File: src/rtl/ps2_keyboard.sv
// PS/2 keyboard receiver: synchronised and glitch-filtered clock, 11-bit frame capture,
// and an E0/F0 prefix decoder that drives held flags for the arrow keys and space.
module ps2_keyboard #(
  parameter int unsigned FILTER_LEN     = 8,
  parameter int unsigned TIMEOUT_CYCLES = 20_000
) (
  input  logic       i_clk,
  input  logic       i_clr,
  input  logic       i_ps2_clk,
  input  logic       i_ps2_data,
  output logic [7:0] o_scan_code,
  output logic       o_scan_valid,
  output logic       o_scan_break,
  output logic       o_scan_ext,
  output logic       o_frame_err,
  output logic       o_key_up,
  output logic       o_key_down,
  output logic       o_key_left,
  output logic       o_key_right,
  output logic       o_key_space
);

  localparam int unsigned FW = $clog2(FILTER_LEN) + 1;
  localparam int unsigned WW = $clog2(TIMEOUT_CYCLES + 1);
  localparam logic [FW-1:0] FILT_MAX = FW'(FILTER_LEN - 1);
  localparam logic [WW-1:0] WD_MAX   = WW'(TIMEOUT_CYCLES - 1);

  typedef enum logic [1:0] {S_IDLE, S_RECV, S_CHECK} state_t;
  state_t r_state, w_state_nxt;

  logic          r_clk_s1, r_clk_s2, r_dat_s1, r_dat_s2;
  logic [FW-1:0] r_filt_cnt;
  logic          r_fclk, r_fclk_q;
  logic          w_fall;
  logic [10:0]   r_shift;
  logic [3:0]    r_bitcnt;
  logic [WW-1:0] r_wdog;
  logic          r_ext_pend, r_brk_pend;
  logic          w_shift_en, w_first, w_timeout, w_accept, w_reject;
  logic          w_frame_ok;
  logic [7:0]    w_byte;

  // Synchronisers and filter idle high, matching the PS/2 bus idle level.
  always_ff @(posedge i_clk or posedge i_clr) begin
    if (i_clr) begin
      r_clk_s1   <= 1'b1;
      r_clk_s2   <= 1'b1;
      r_dat_s1   <= 1'b1;
      r_dat_s2   <= 1'b1;
      r_filt_cnt <= '0;
      r_fclk     <= 1'b1;
      r_fclk_q   <= 1'b1;
    end else begin
      r_clk_s1 <= i_ps2_clk;
      r_clk_s2 <= r_clk_s1;
      r_dat_s1 <= i_ps2_data;
      r_dat_s2 <= r_dat_s1;
      r_fclk_q <= r_fclk;
      if (r_clk_s2 == r_fclk) begin
        r_filt_cnt <= '0;
      end else if (r_filt_cnt == FILT_MAX) begin
        r_fclk     <= r_clk_s2;
        r_filt_cnt <= '0;
      end else begin
        r_filt_cnt <= r_filt_cnt + 1'b1;
      end
    end
  end

  assign w_fall     = r_fclk_q & ~r_fclk;
  assign w_byte     = r_shift[8:1];
  assign w_frame_ok = ~r_shift[0] & r_shift[10] & (^r_shift[9:1]);

  always_ff @(posedge i_clk or posedge i_clr) begin
    if (i_clr) r_state <= S_IDLE;
    else       r_state <= w_state_nxt;
  end

  always_comb begin
    w_state_nxt = r_state;
    w_shift_en  = 1'b0;
    w_first     = 1'b0;
    w_timeout   = 1'b0;
    w_accept    = 1'b0;
    w_reject    = 1'b0;
    unique case (r_state)
      S_IDLE: begin
        if (w_fall) begin
          w_shift_en  = 1'b1;
          w_first     = 1'b1;
          w_state_nxt = S_RECV;
        end
      end
      S_RECV: begin
        if (w_fall) begin
          w_shift_en = 1'b1;
          if (r_bitcnt == 4'd10) w_state_nxt = S_CHECK;
        end else if (r_wdog == WD_MAX) begin
          w_timeout   = 1'b1;
          w_state_nxt = S_IDLE;
        end
      end
      S_CHECK: begin
        w_state_nxt = S_IDLE;
        if (w_frame_ok) w_accept = 1'b1;
        else            w_reject = 1'b1;
      end
      default: w_state_nxt = S_IDLE;
    endcase
  end

  always_ff @(posedge i_clk or posedge i_clr) begin
    if (i_clr) begin
      r_shift      <= '0;
      r_bitcnt     <= '0;
      r_wdog       <= '0;
      r_ext_pend   <= 1'b0;
      r_brk_pend   <= 1'b0;
      o_scan_code  <= '0;
      o_scan_valid <= 1'b0;
      o_scan_break <= 1'b0;
      o_scan_ext   <= 1'b0;
      o_frame_err  <= 1'b0;
      o_key_up     <= 1'b0;
      o_key_down   <= 1'b0;
      o_key_left   <= 1'b0;
      o_key_right  <= 1'b0;
      o_key_space  <= 1'b0;
    end else begin
      o_scan_valid <= 1'b0;
      o_frame_err  <= 1'b0;
      r_wdog       <= (r_state == S_RECV && !w_fall) ? r_wdog + 1'b1 : '0;
      if (w_shift_en) begin
        r_shift  <= {r_dat_s2, r_shift[10:1]};
        r_bitcnt <= w_first ? 4'd1 : r_bitcnt + 4'd1;
      end
      // A timeout keeps the pending prefixes; only a bad frame drops them.
      if (w_timeout || w_reject) o_frame_err <= 1'b1;
      if (w_reject) begin
        r_ext_pend <= 1'b0;
        r_brk_pend <= 1'b0;
      end
      if (w_accept) begin
        if (w_byte == 8'hE0) begin
          r_ext_pend <= 1'b1;
        end else if (w_byte == 8'hF0) begin
          r_brk_pend <= 1'b1;
        end else begin
          o_scan_code  <= w_byte;
          o_scan_break <= r_brk_pend;
          o_scan_ext   <= r_ext_pend;
          o_scan_valid <= 1'b1;
          r_ext_pend   <= 1'b0;
          r_brk_pend   <= 1'b0;
          if (r_ext_pend) begin
            case (w_byte)
              8'h75:   o_key_up    <= ~r_brk_pend;
              8'h72:   o_key_down  <= ~r_brk_pend;
              8'h6B:   o_key_left  <= ~r_brk_pend;
              8'h74:   o_key_right <= ~r_brk_pend;
              default: ;
            endcase
          end else if (w_byte == 8'h29) begin
            o_key_space <= ~r_brk_pend;
          end
        end
      end
    end
  end

endmodule

File: config.mk
export PLATFORM = sky130hd
export DESIGN_NAME = ps2_keyboard
export DESIGN_NICKNAME = d
export VERILOG_FILES = /design/src/rtl/ps2_keyboard.sv
export SDC_FILE = /design/constraint.sdc
export NUM_CORES = 1
export LEC_CHECK = 0
export ABC_CLOCK_PERIOD_IN_PS = 2200
export CORE_MARGIN = 2
export CORE_UTILIZATION = 55
export CTS_BUF_LIST = sky130_fd_sc_hd__clkbuf_4
export CTS_CLUSTER_DIAMETER = 150
export CTS_CLUSTER_SIZE = 20
export DETAILED_ROUTE_END_ITERATION = 12
export PLACE_DENSITY = 0.82
export SYNTH_ARGS = -nofsm -noshare
export SYNTH_HDL_FRONTEND = slang
export SYNTH_SLANG_ARGS = --single-unit
File: constraint.sdc
create_clock -name i_clk -period 2.2 [get_ports i_clk]
set_clock_uncertainty 0.05 [all_clocks]
set_input_delay 0.44 -clock i_clk [delete_from_list [all_inputs] [get_ports i_clk]]
set_output_delay 0.44 -clock i_clk [all_outputs]
set_load 0.005 [all_outputs]
### Word level (Yosys, flattened, before mapping)

Index checks and enable logic that the tools add are counted.

| storage, ports and cells | value |
|---|---|
| register bits after elaboration | 61 |
| bits of input ports | 4 |
| output and inout port bits | 17 |

| operators by class | value |
|---|---|
| reduce and logical (&&, ||, !) cells | 14 |
| bitwise logic cells | 10 |
| equal/unequal tests | 16 |
| add/sub/neg operators | 3 |
| muxes and demuxes | 31 |

Operators by type and width:

| operator | count |
|---|---|
| 8-bit by 7-bit == test with 1-bit output (second input constant) | 4 |
| 5-bit AND reduction | 5 |
| 1-bit 2-to-1 mux | 22 |
| 8-bit == test (second input constant) | 2 |
| 15-bit by 1-bit adder with 15-bit output (second input constant) | 1 |
| 15-bit == test (second input constant) | 1 |
| 15-bit 2-to-1 mux | 1 |
| 4-bit 2-to-1 mux | 3 |
| 9-bit XOR reduction | 1 |
| 4-bit by 1-bit adder with 4-bit output (second input constant) | 2 |
| 8-bit by 6-bit == test with 1-bit output (second input constant) | 1 |
| 2-bit 2-to-1 mux | 4 |
| 1-bit inverter | 7 |
| 3-bit != test (second input constant) | 2 |
| 3-bit AND reduction | 2 |
| 4-bit by 3-bit == test with 1-bit output (second input constant) | 1 |
| 4-bit == test (second input constant) | 1 |
| 2-bit case mux with 2 select lines | 1 |
| 1-bit bitwise AND | 3 |
| 2-bit by 1-bit == test with 1-bit output (second input constant) | 1 |
| 2-bit == test (second input constant) | 1 |
| 2-bit zero test | 1 |
| 2-bit != test (second input constant) | 1 |
| 2-bit AND reduction | 1 |
| other kinds (5) | 5 |

### Longest topological paths before layout

| logic depth | value |
|---|---|
| depth in word-level cells | 9 |
| mapped depth | 7 |

### Worst setup path after synthesis

No wires, ideal clock.

| timing | value |
|---|---|
| path type | register -> register |
| from | register r_shift[1] |
| to | register o_scan_break |
| path buffers | 1 |
| cell stages (with the launch flop) | 8 |
| arrival time | 1.972 ns |
| library setup time | 0.125 ns |
| path slack | 0.053 ns |
| cells stage by stage | dfrtp_1 > inv_1 > ha_1 > xnor3_2 > xnor2_4 > nor2_2 > buf_6 > mux2_4 |

| between the ends | value |
|---|---|
| cells in the longest elaborated chain, start to end | 5 |
| elaborated cells on any way between the ends | 9 |

Ends and longest elaborated chain:

| what | RTL line | RTL |
|---|---|---|
| start: declaration | 35 | `logic [10:0] r_shift;` |
| start signal: assignment | 134 | `r_shift <= {r_dat_s2, r_shift[10:1]};` |
| 9-bit XOR reduction | 72 | `assign w_frame_ok = ~r_shift[0] & r_shift[10] & (^r_shift[9:1]);` |
| 1-bit bitwise AND | 72 |  |
| 1-bit 2-to-1 mux | 105 | `if (w_frame_ok) w_accept = 1'b1;` |
| 1-bit 2-to-1 mux | 86 | `unique case (r_state)` |
| 3-bit AND reduction (no line) (*) | - |  |
| end signal: assignment | 150 | `o_scan_break <= r_brk_pend;` |
| end: declaration | 13 | `output logic o_scan_break,` |

Mark *: on every way between the ends. The rest lies on a longest branch, timed or not.
A chain may end at the register's enable or synchronous reset.

### Final worst setup path

| timing | value |
|---|---|
| from | register r_shift[5] |
| to | register o_scan_code[6] |

| between the ends | value |
|---|---|
| cells in the longest elaborated chain, start to end | 5 |
| elaborated cells on any way between the ends | 9 |

Ends and longest elaborated chain:

| what | RTL line | RTL |
|---|---|---|
| 9-bit XOR reduction | 72 |  |
| 1-bit bitwise AND | 72 |  |
| 1-bit 2-to-1 mux | 105 |  |
| 1-bit 2-to-1 mux | 86 |  |
| 3-bit AND reduction (no line) (*) | - |  |
| end signal: assignment | 149 | `o_scan_code <= w_byte;` |
| end: declaration | 11 | `output logic [7:0] o_scan_code,` |

Marks and branches as above.

==> metrics.txt <==
CP Buf/Inv Count 2; M3 GR Usage 4.27%; Final Setup Violations 0; P_leak 1.49 nW; area leader, netlist dfrtp_1; Post-Place Cells 349; Clock Sinks 61; Post-Layout Cell Count 367; Netlist Area Pre-Place 2890 um2; met2 Usage GRT 33.8%; EDFF count, synth 0; VDD IR-drop max 665 uV; Worst path top cell family by delay XOR/XNOR gates; FF+latch count, synth 61; pre-CTS setup slack 0.0538 ns; Root Driver clkbuf_4; outcome completed; hold_buf cts 0; CP Cell Sequence inv_1 > ha_1 > xnor3_2 > xnor2_4 > nor2_4 > buf_12 > mux2_4; grt ovf 0; crit path max fanout 11; grt met1 use 22.8%; Initial Util 56.6%; setup TNS 0 ns; CTS H-tree depth 3; fin. max-slew vios 0; maximum clock frequency 0.475 GHz; register area share after synthesis 53.0%; actual slew at the worst max-slew pin 0.447 ns; first-pass GRT wire length 8870 um; Routed Antenna Nets 0; Boundary Pins 21; worst min path class register to register; Syn Nets 276; Worst-Skew Late Latency 0.41 ns; slowest stage delay, CP 0.41 ns; CP Capture Type register; Die Span Y 76.5 um; fillers 377; post-synth top area share 47.6%; Die W 76.5 um; Tmin final 2.10 ns; share of layout cells above drive strength 1 17.5%; post-place instance area 3250 um2; Total GRT Usage 19.4%; WL/cell 14.3 um; IO buf count 20; P per Cell Area 851 nW/um2; slowest CP cell xnor3_2; Via-to-Cell Ratio 5.27; Final Wtd Congestion 0.771; synthesized area per cell 11.3 um2; WS Path Type register to register; Area Growth Syn to Fin 17.4%; synth top area cells dfrtp_1 (48%), ha_1 (6.9%), dfstp_2 (5.4%), mux2_4 (4.7%), nand2_1 (3.1%); RSZ-0062 raised after global routing false; core area 5110 um2; CTS clk-pin slew, worst paths 0.10 ns; crit path DAT 2.35 ns; fin nets 312; final setup margin 0.0968 ns; ys async rst share 100%; design area 3400 um2; final hold violations 0; vias 1,935; dpl hpwl 3680 um; TritonCTS clock tree built; CTS buffer count 9; Main synth FF type dfrtp_1; Unique masters post-synth 43; Longest Clk Path Bufs 2; pin count of the biggest net entering global routing 62; WL final 5230 um; Antenna Diode Count 0; # DRC 0; antenna violations before repair 0; Core Rows 26; Power Total 0.00289 W; Final Cycle Share 95.6%; Die ar. 5860 um2; GR peak layer met2; Max-Cap Viols 0; DR iter-0 viols 94; drt first pass iters 5; slew margin rel. 70.1%; Yosys Warn Count 0; vias in the first global route 1,934; CP Launch Type register; critical path required time 2.44 ns; Post-Syn Instances 256
==> cells by family (layout without fill, tap and decap cells) <==
logic type               Yosys count  count (layout)  share of synthesized area, %
AND/OR/NAND/NOR                   91              91                          15.7
multiplexers                      19              19                          8.35
AO/OA/AOI/OAI                     29              29                          6.58
flip-flops                        61              61                          53.0
XOR/XNOR                          15              15                          5.97
buffers and inverters             25              66                          3.50
adder cells (fa/ha/maj)           16              16                          6.92
==> layout make-up <==
type | instances | area, um2 | share of cell area [%]
Tap cell | 70 | 87.6 | 2.58
Clock inverter | 7 | 56.3 | 1.66
Clock buffer | 9 | 67.6 | 1.99
Inverter | 18 | 67.6 | 1.99
Multi-Input combinational cell | 170 | 1270 | 37.3
Sequential cell | 61 | 1530 | 45.2
Timing Repair Buffer | 32 | 315 | 9.29
==> layout by cell type, fill, tap and decap left out, types with 10 or more instances in the layout <==
| cell | instances |
|---|---|
| buf_4 | 10 |
| clkdlybuf4s50_1 | 20 |
| dfrtp_1 | 55 |
| ha_1 | 16 |
| inv_1 | 17 |
| nand2_1 | 24 |
| nor2_1 | 19 |
| o21ai_0 | 16 |
==> per-stage QoR <==
step                hold slack (ns)  utilization [%]
floorplan                     0.295                -
global placement              0.297             63.6
detailed placement            0.298             63.6
CTS                           0.311             66.0
global route                  0.315             66.5
finish                        0.308             66.5
==> synth_stat cells, types with 2 or more instances <==
| cell | number |
|---|---|
| mux2_4 | 9 |
| nand2_1 | 24 |
| xnor2_1 | 6 |
| xor2_1 | 6 |
| nor2b_1 | 3 |
| clkbuf_1 | 5 |
| nand2b_1 | 3 |
| mux2_2 | 4 |
| nor4b_1 | 2 |
| inv_1 | 18 |
| dfstp_2 | 6 |
| nor2_1 | 19 |
| a21oi_1 | 4 |
| dfrtp_1 | 55 |
| o21ai_0 | 16 |
| or4_1 | 2 |
| nor3_1 | 10 |
| nand4_1 | 9 |
| and4_1 | 2 |
| o31ai_1 | 2 |
| nand3_1 | 8 |
| nor4_1 | 2 |
| and2_1 | 2 |
| mux2i_1 | 5 |
| ha_1 | 16 |
==> registers in the layout, indices dropped and copies added, names as in the netlist, 2 cells and up <==
signal       flops
o_scan_code      8
r_bitcnt         4
r_filt_cnt       4
r_shift         11
r_state          2
r_wdog          15
==> power by group <==
group          total, W  switching, W  internal [W]
Clock          0.000724      0.000394      0.000329
Sequential      0.00137      0.000109       0.00126
Combinational  0.000800      0.000440      0.000360
==> worst register-to-register path: stages (launching register included) <==
cell,delay (ns)
dfrtp_1,0.35
inv_1,0.05
ha_1,0.30
xnor3_2,0.41
xnor2_4,0.30
nor2_4,0.08
buf_12,0.15
mux2_4,0.30
==> final timing paths <==
path	startpoint	slack, ns	depth (start not counted)	to
worst max register to register	r_shift[5]	0.1	7	o_scan_code[6]
min in group asynchronous	i_clr	0.36	3	o_key_space
worst min register to register	r_dat_s1	0.31	0	r_dat_s2
max in group asynchronous	i_clr	1.42	3	r_fclk_q
worst max-delay path	r_shift[5]	0.1	7	o_scan_code[6]
worst min-delay path	r_dat_s1	0.31	0	r_dat_s2
==> routing by layer <==
layer | vias to the layer above | part of all wire (%)
met5 | - | 0
met4 | 0 | 0.86
met3 | 5 | 2.8
met2 | 32 | 52
met1 | 945 | 44
li1 | 953 | -
==> repair_timing <==
action                                  4_1_cts  5_1_grt
resized for setup                             0        2
endpoints found under the setup margin        0       10
buffers inserted                              0        2
Power figures use the tool's default switching activity.
